## config.mk

```make
export PLATFORM = sky130hd
export DESIGN_NAME = buffer_scanout_flat
export DESIGN_NICKNAME = d
export VERILOG_FILES = /design/src/rtl/squares_pkg.sv /design/src/rtl/buffer_scanout_if.sv /design/src/rtl/skid_fifo2.sv /design/src/rtl/buffer_scanout.sv /design/src/flat_wrapper.sv
export SDC_FILE = /design/constraint.sdc
export NUM_CORES = 1
export LEC_CHECK = 0
export CAP_MARGIN = 10
export CORE_MARGIN = 3
export CORE_UTILIZATION = 35
export DETAILED_ROUTE_END_ITERATION = 7
export PLACE_DENSITY = 0.62
export SETUP_SLACK_MARGIN = 0.2
export SLEW_MARGIN = 30
export SYNTH_ARGS = -nofsm -noshare
export SYNTH_HDL_FRONTEND = slang
export SYNTH_HIERARCHICAL = 1
export SYNTH_SLANG_ARGS = --single-unit
```

## constraint.sdc

```tcl
create_clock -name clock -period 2.45 [get_ports clock]
set_clock_uncertainty 0.15 [all_clocks]
set_input_delay 0.3675 -clock clock [delete_from_list [all_inputs] [get_ports clock]]
set_output_delay 0.3675 -clock clock [all_outputs]
set_load 0.05 [all_outputs]
```

## src/rtl/squares_pkg.sv

```systemverilog
// Shared types and default geometry for the ping-pong frame store and its scanout controller.
package squares_pkg;

  localparam int unsigned A_DEFAULT = 9;
  localparam int unsigned S_DEFAULT = 24;

  typedef enum logic [2:0] {
    IDLE   = 3'd0,
    SWAP   = 3'd1,
    SETTLE = 3'd2,
    SCAN   = 3'd3,
    DRAIN  = 3'd4
  } scan_state_t;

endpackage

```

## src/rtl/buffer_scanout_if.sv

```systemverilog
// Valid/ready pixel stream from the scanout controller toward the display pipeline.
interface buffer_scanout_if #(
  parameter int unsigned S = 24
) ();

  logic [S-1:0] pix_data;
  logic         pix_valid;
  logic         pix_ready;

  modport master (output pix_data, output pix_valid, input pix_ready);
  modport slave  (input pix_data, input pix_valid, output pix_ready);

endinterface

```

## src/rtl/skid_fifo2.sv

```systemverilog
// Two-entry FIFO with a registered head; absorbs the one-cycle read latency under backpressure.
module skid_fifo2 #(
  parameter int unsigned W = 24
) (
  input  logic         clk,
  input  logic         rst_n,
  input  logic         push,
  input  logic [W-1:0] push_data,
  input  logic         pop,
  output logic [W-1:0] head_data,
  output logic         head_valid,
  output logic [1:0]   count
);

  logic [W-1:0] slot0_q, slot0_d;
  logic [W-1:0] slot1_q, slot1_d;
  logic [1:0]   count_q, count_d;
  logic         valid_q, valid_d;
  logic         pop_ok;
  logic [1:0]   occ;

  // Pop shifts slot1 forward; a push lands in the first free slot after the pop.
  always_comb begin
    slot0_d = slot0_q;
    slot1_d = slot1_q;
    pop_ok  = pop && (count_q != 2'd0);
    occ     = count_q - 2'(pop_ok);
    if (pop_ok) slot0_d = slot1_q;
    if (push) begin
      if (occ == 2'd0) slot0_d = push_data;
      else             slot1_d = push_data;
    end
    count_d = occ + 2'(push);
    valid_d = (count_d != 2'd0);
  end

  always_ff @(posedge clk or negedge rst_n) begin
    if (!rst_n) begin
      slot0_q <= '0;
      slot1_q <= '0;
      count_q <= 2'd0;
      valid_q <= 1'b0;
    end else begin
      slot0_q <= slot0_d;
      slot1_q <= slot1_d;
      count_q <= count_d;
      valid_q <= valid_d;
    end
  end

  assign head_data  = slot0_q;
  assign head_valid = valid_q;
  assign count      = count_q;

endmodule

```

## src/rtl/buffer_scanout.sv

```systemverilog
// Read-side scanout controller for the ping-pong frame store: swap, settle, stream ENTRIES words.
// Define BUFFER_SCANOUT_AUTOSTART_EN to chain frames back-to-back after the first start.
module buffer_scanout
  import squares_pkg::*;
#(
  parameter int unsigned A       = A_DEFAULT,
  parameter int unsigned S       = S_DEFAULT,
  parameter int unsigned ENTRIES = 2**A
) (
  input  logic             clock,
  input  logic             resetn,
  input  logic             start,
  output logic             swap,
  output logic [A-1:0]     address_read,
  input  logic [S-1:0]     data_read,
  output logic             busy,
  output logic             frame_done,
  buffer_scanout_if.master pix
);

  localparam logic [A:0] LAST = (A+1)'(ENTRIES - 1);

  scan_state_t state_q, state_d;
  logic [A:0]  cnt_q, cnt_d;
  logic        inflight_q, inflight_d;
  logic        swap_q, swap_d;
  logic        busy_q, busy_d;
  logic        frame_done_q, frame_done_d;

  logic [S-1:0] head_data;
  logic         head_valid;
  logic [1:0]   fifo_count;
  logic         pop;
  logic [1:0]   occ_after;

  skid_fifo2 #(.W(S)) u_fifo (
    .clk        (clock),
    .rst_n      (resetn),
    .push       (inflight_q),
    .push_data  (data_read),
    .pop        (pop),
    .head_data  (head_data),
    .head_valid (head_valid),
    .count      (fifo_count)
  );

  assign pop       = head_valid && pix.pix_ready;
  assign occ_after = fifo_count - 2'(pop);

  // Issue only when the word returning next cycle is guaranteed a free slot.
  always_comb begin
    state_d      = state_q;
    cnt_d        = cnt_q;
    inflight_d   = 1'b0;
    frame_done_d = 1'b0;
    case (state_q)
      IDLE:   if (start) state_d = SWAP;
      SWAP:   state_d = SETTLE;
      SETTLE: begin
        cnt_d   = '0;
        state_d = SCAN;
      end
      SCAN: begin
        if (({1'b0, occ_after} + {2'b00, inflight_q}) <= 3'd1) begin
          inflight_d = 1'b1;
          if (cnt_q == LAST) begin
            cnt_d   = '0;
            state_d = DRAIN;
          end else begin
            cnt_d = cnt_q + (A+1)'(1);
          end
        end
      end
      DRAIN: begin
        if (!inflight_q && (occ_after == 2'd0)) begin
          frame_done_d = 1'b1;
`ifdef BUFFER_SCANOUT_AUTOSTART_EN
          state_d = SWAP;
`else
          state_d = IDLE;
`endif
        end
      end
      default: state_d = IDLE;
    endcase
    swap_d = (state_d == SWAP);
    busy_d = (state_d != IDLE);
  end

  always_ff @(posedge clock or negedge resetn) begin
    if (!resetn) begin
      state_q      <= IDLE;
      cnt_q        <= '0;
      inflight_q   <= 1'b0;
      swap_q       <= 1'b0;
      busy_q       <= 1'b0;
      frame_done_q <= 1'b0;
    end else begin
      state_q      <= state_d;
      cnt_q        <= cnt_d;
      inflight_q   <= inflight_d;
      swap_q       <= swap_d;
      busy_q       <= busy_d;
      frame_done_q <= frame_done_d;
    end
  end

  assign swap          = swap_q;
  assign busy          = busy_q;
  assign frame_done    = frame_done_q;
  assign address_read  = cnt_q[A-1:0];
  assign pix.pix_data  = head_data;
  assign pix.pix_valid = head_valid;

endmodule

```

## src/flat_wrapper.sv

```systemverilog
// flat-port wrapper written by rule: the top's interface ports become plain ports
module buffer_scanout_flat import squares_pkg::*;
#(
  parameter int unsigned A       = A_DEFAULT,
  parameter int unsigned S       = S_DEFAULT,
  parameter int unsigned ENTRIES = 2**A
)
  (clock, resetn, start, swap, address_read, data_read, busy, frame_done, pix_pix_data, pix_pix_valid, pix_pix_ready);
  buffer_scanout_if #(.S(S)) pix_i ();
  input  logic clock;
  input  logic resetn;
  input  logic start;
  output logic swap;
  output logic [A-1:0] address_read;
  input  logic [S-1:0] data_read;
  output logic busy;
  output logic frame_done;
  output wire logic [$bits(pix_i.pix_data)-1:0] pix_pix_data;
  output wire logic [$bits(pix_i.pix_valid)-1:0] pix_pix_valid;
  input wire logic [$bits(pix_i.pix_ready)-1:0] pix_pix_ready;
  assign pix_pix_data = pix_i.pix_data;
  assign pix_pix_valid = pix_i.pix_valid;
  assign pix_i.pix_ready = pix_pix_ready;
  buffer_scanout #(.A(A), .S(S), .ENTRIES(ENTRIES)) u_core (.clock(clock), .resetn(resetn), .start(start), .swap(swap), .address_read(address_read), .data_read(data_read), .busy(busy), .frame_done(frame_done), .pix(pix_i));
endmodule
```

Word-level counts from Yosys, hierarchy flattened
Index checks and enable logic that the tools add are counted.
Widths: inputs -> output; s select.

operators by class
  add/sub/neg operators = 5
  order comparisons = 1
  equality and inequality tests = 7
  mux-type cells = 15
  bitwise logic cells = 1
  reductions and logical operators = 13

operator list
  cell                   count
  $mux 24                3
  $mux 10                2
  $pmux 10 s2            1
  $pmux 3 s5             1
  $mux 3                 4
  $add 10x1->10 const B  1
  $eq 10x9->1 const B    1
  $eq 3x1->1 const B     2
  $eq 3x2->1 const B     2
  $reduce_bool 2->1      3
  $logic_not 2->1        2
  $mux 1                 4
  $reduce_and 2->1       2
  $sub 2x1->2            2
  $add 2x1->3            1
  $eq 3x3->1 const B     1
  $le 3x1->1 const B     1
  $logic_and 1x1->1      3
  $logic_not 3->1        1
  $reduce_bool 3->1      1
  $add 2x1->2            1
  $ne 2x1->1 const B     1
  $logic_not 1->1        1
  $not 1->1              1

word-level totals
  flip-flop bits (word level) = 68
  bits of input ports = 28
  output and inout port bits = 37
  logic and storage cells = 52

Logic depth before layout (Yosys ltp)
  word-level depth = 7
  gate-level depth with buffers = 7
  gate-level depth less buffers = 7

Hierarchy
The synthesis kept the hierarchy.

by module, submodules not included
  module          instances  cells each  area an instance (um^2)  seq. area each (um^2)
  skid_fifo2      1          143         2294.7                   1276.2
  buffer_scanout  1          98          994.7                    425.4

Worst setup path after synthesis
Ideal clock, no wire load.

  path kind = flip-flop to flip-flop
  start = reg u_core.u_fifo.valid_q, in the netlist u_core/u_fifo/head_valid
  end = reg u_core.cnt_q[5]
  setup time = 0.087 ns
  data arrival time = 2.053 ns
  required time = 2.213 ns
  slack = 0.160 ns
  cell stages (with the launch flop) = 7
  buffers on the path = 0
  period minus slack after synthesis = 2.290 ns
  cells stage by stage = dfrtp_1 -> and2_1 -> ha_1 -> xnor2_2 -> o211ai_4 -> or4_1 -> a22oi_1

on the way
  longest elaborated chain between the ends = 6

RTL lines
  element                     RTL line               source
  from (decl)                 skid_fifo2.sv:18       logic valid_q, valid_d;
  from (signal assigned)      skid_fifo2.sv:47       valid_q <= valid_d;
  $logic_and 1x1->1           buffer_scanout.sv:47   assign pop = head_valid && pix.pix_ready;
  named net u_core.pop        buffer_scanout.sv:33   logic pop;
  $sub 2x1->2                 buffer_scanout.sv:48   assign occ_after = fifo_count - 2'(pop);
  $add 2x1->3                 buffer_scanout.sv:64   if (({1'b0, occ_after} + {2'b00, inflight_q}) <= 3'd1) begin
  $le 3x1->1                  buffer_scanout.sv:64
  $ne 2x1->1 (no line)        -
  $reduce_and 2->1 (no line)  -
  to (signal assigned)        buffer_scanout.sv:100  cnt_q <= cnt_d;
  to (decl)                   buffer_scanout.sv:24   logic [A:0] cnt_q, cnt_d;

The timed path passes the listed nets, and every way through them passes these cells.
A chain may end at the register's enable or synchronous reset.

Final worst setup path
  start = reg u_core.cnt_q[4]
  end = out address_read[4]

RTL lines
  element    RTL line            source
  to (decl)  flat_wrapper.sv:14  output logic [A-1:0] address_read;

No word-level cell between the ends.

==> key figures <==
Run status
  • Status: complete, no violations

Run
  • Max_cap viols: 0

Clock tree
  • Root Driver: clkbuf_8
  • CTS-repair resized insts: 0
  • CTS tree: yes
  • Setup Buffers After CTS: 0
  • H-Tree Depth: 3
  • Worst-skew pair later-pin latency: 0.33 ns
  • Hold_buf cts: 1
  • Worst-path clk slew: 0.07 ns
  • Worst-case clock buffer depth: 2
  • Clock sinks: 68
  • Inserted Clock Buffers: 9

Floorplanning
  • Core Area: 8930 um^2
  • Initial core utilization: 36.8%
  • Die Wd: 103 um
  • Die area: 10600 um^2
  • # IOs: 65
  • Row count: 34
  • Die Y: 103 um

Routing
  • Via Count: 2071
  • Final ANT Viol Nets: 0
  • Number of vias per cell: 4.91
  • DRC viols: 0
  • WL final: 6320 um
  • Routed len/inst: 15.0 um
  • Drt pass-1 iters: 4
  • Drt first-iter violations: 37

Layout
  • Most frequent cells in the layout: dfrtp_1, clkdlybuf4s50_1, mux2_2
  • Leading cell type in the layout, fill and taps excluded: dfrtp_1
  • Area grow syn2layout: 30.3%
  • Finished Layout Cells: 422
  • ANT cells: 0
  • Nets@finish: 340
  • Layout cell share with drive strength beyond 1: 28.3%

Place
  • Place WS: 0.0223 ns
  • Final HPWL from detailed placement: 4290 um
  • Port bufs: 64
  • Placed instance count: 405
  • GPL Wtd Cong: 0.781

Worst setup path
  • Worst EP arrival: 1.63 ns
  • CP Class: flop to primary output
  • Delay of the slowest cell on the worst path: 0.84 ns
  • CP cell instances: clkdlybuf4s50_1
  • CP max FO: 7
  • CP required: 1.93 ns
  • Crit path max-delay family: buffers and inverters
  • Buf/Inv on CP: 1
  • Cell at the slowest stage of the critical path: clkdlybuf4s50_1
  • Crit path capture type: primary output
  • Startpoint types: flop
  • Worst R2R Setup Slack: 0.37 ns

Yosys
  • Mapped Area: 3290 um^2
  • Post-synth top area share: 51.7%
  • Main area contributors after synthesis: dfrtp_1, mux2_2, mux2_4, mux2_1, buf_4
  • Syn avg cell area: 13.6 um^2
  • Synthesized instance count: 241
  • Sequential area share after synthesis: 51.7%
  • Synth async-reset ratio: 100%
  • Seq cells post-synth: 68
  • Area leader, netlist: dfrtp_1
  • Netlist cell types: 42
  • Yosys Warn Count: 6
  • Net Count, Synth: 272
  • Synth Flop Type: dfrtp_1
  • EDFF count, synth: 0

Timing
  • Relative slew slack: 65.2%
  • Max Clk Rate: 466 MHz
  • RSZ-0062 raised after global routing: no
  • Max-slew violation count: 0
  • Final setup violation count: 0
  • Min Tclk post-route: 2.14 ns
  • Hold WS: 0.355 ns
  • Setup TNS: 0 ns
  • Setup ws final: 0.306 ns
  • Final Hold Viols: 0
  • Tcrit/Tclk final: 87.5%
  • Worst-margin pin slew: 0.520 ns

GRT
  • Tot GR Track Use: 12.7%
  • GR Overflow Total: 0
  • Initial antenna violation count: 0
  • Largest net degree at the start of global routing: 37
  • Vias in the first global route: 2087
  • First-pass GRT wire length: 10400 um

Power
  • Pwr per Cell Area: 1480 nW/um^2
  • Pleak: 1.85 nW
  • Peak supply drop: 0.645 mV

Hold path
  • Worst min path class: flop to flop
## synth_stat cells, drive strengths merged (3+ instances only)
cell and n:
o21ai 7, nand2b 3, dfrtp 68, a21oi 3
or3 4, o31ai 4, buf 19, inv 6
mux2 73, nand2 6, nand3 6, ha 3
nor2 5, or4 4, a22oi 6
## metal layers
| layer | wire length [um] | part of all wire (%) | track usage [%] | vias to the layer above |
|---|---|---|---|---|
| met5 | 0 | 0 | 0 | - |
| met4 | 95 | 1.5 | 4.18 | 0 |
| met3 | 306 | 4.8 | 3.86 | 10 |
| met2 | 3060 | 48 | 19.8 | 47 |
| met1 | 2860 | 45 | 16.8 | 1011 |
| li1 | - | - | - | 1003 |
## power by group
part,internal (W),total (W),switching (W)
Clock,0.000523,0.000922,0.000400
Combinational,0.00172,0.00351,0.00179
Sequential,0.00163,0.00193,0.000296
Total,0.00387,0.00636,0.00249
## state kept, by name, indices dropped and copies added, names as in the netlist, 2 cells and up
register / count
u_core/u_fifo/count: 2
u_core/u_fifo/head_data: 24
u_core/cnt_q: 10
u_core/state_q: 3
u_core/u_fifo/slot1_q: 24
## metrics by stage
step / power [W] / util, % / cell area [um^2]
floorplan: 0.00447 / - / 3290
global placement: 0.00544 / 45.6 / 4070
detailed placement: 0.00549 / 45.6 / 4070
CTS: 0.00646 / 48.0 / 4290
global route: 0.00677 / 48.0 / 4290
finish: 0.00636 / 48.0 / 4290
## final timing paths
| kind | start | endpoint | cells after the start |
|---|---|---|---|
| max | u_core/cnt_q[4] | address_read[4] | 1 |
| min | u_core/u_fifo/slot1_q[2] | u_core/u_fifo/slot1_q[2] | 1 |
| max reg2reg | u_core/u_fifo/head_valid | u_core/cnt_q[5] | 6 |
| min reg2reg | u_core/u_fifo/slot1_q[2] | u_core/u_fifo/slot1_q[2] | 1 |
| max in group asynchronous | resetn | u_core/u_fifo/head_valid | 3 |
| min in group asynchronous | resetn | u_core/swap | 2 |
## final cells by class
type	count	area, um^2
Clock buffer	12	155
Clock inverter	4	47.5
Fill cell	803	4650
Inverter	6	22.5
Multi-Input combinational cell	148	1430
Sequential cell	68	1700
Tap cell	108	135
Timing Repair Buffer	76	793
## kinds of logic after synthesis
group | share of synthesized area [%]
AO/OA/AOI/OAI | 6.20
XOR/XNOR | 0.495
adder cells (fa/ha/maj) | 1.14
buffers and inverters | 4.83
flip-flops | 51.7
multiplexers | 27.6
AND/OR/NAND/NOR | 8.03
No activity file was read; power rests on OpenSTA's default activity.
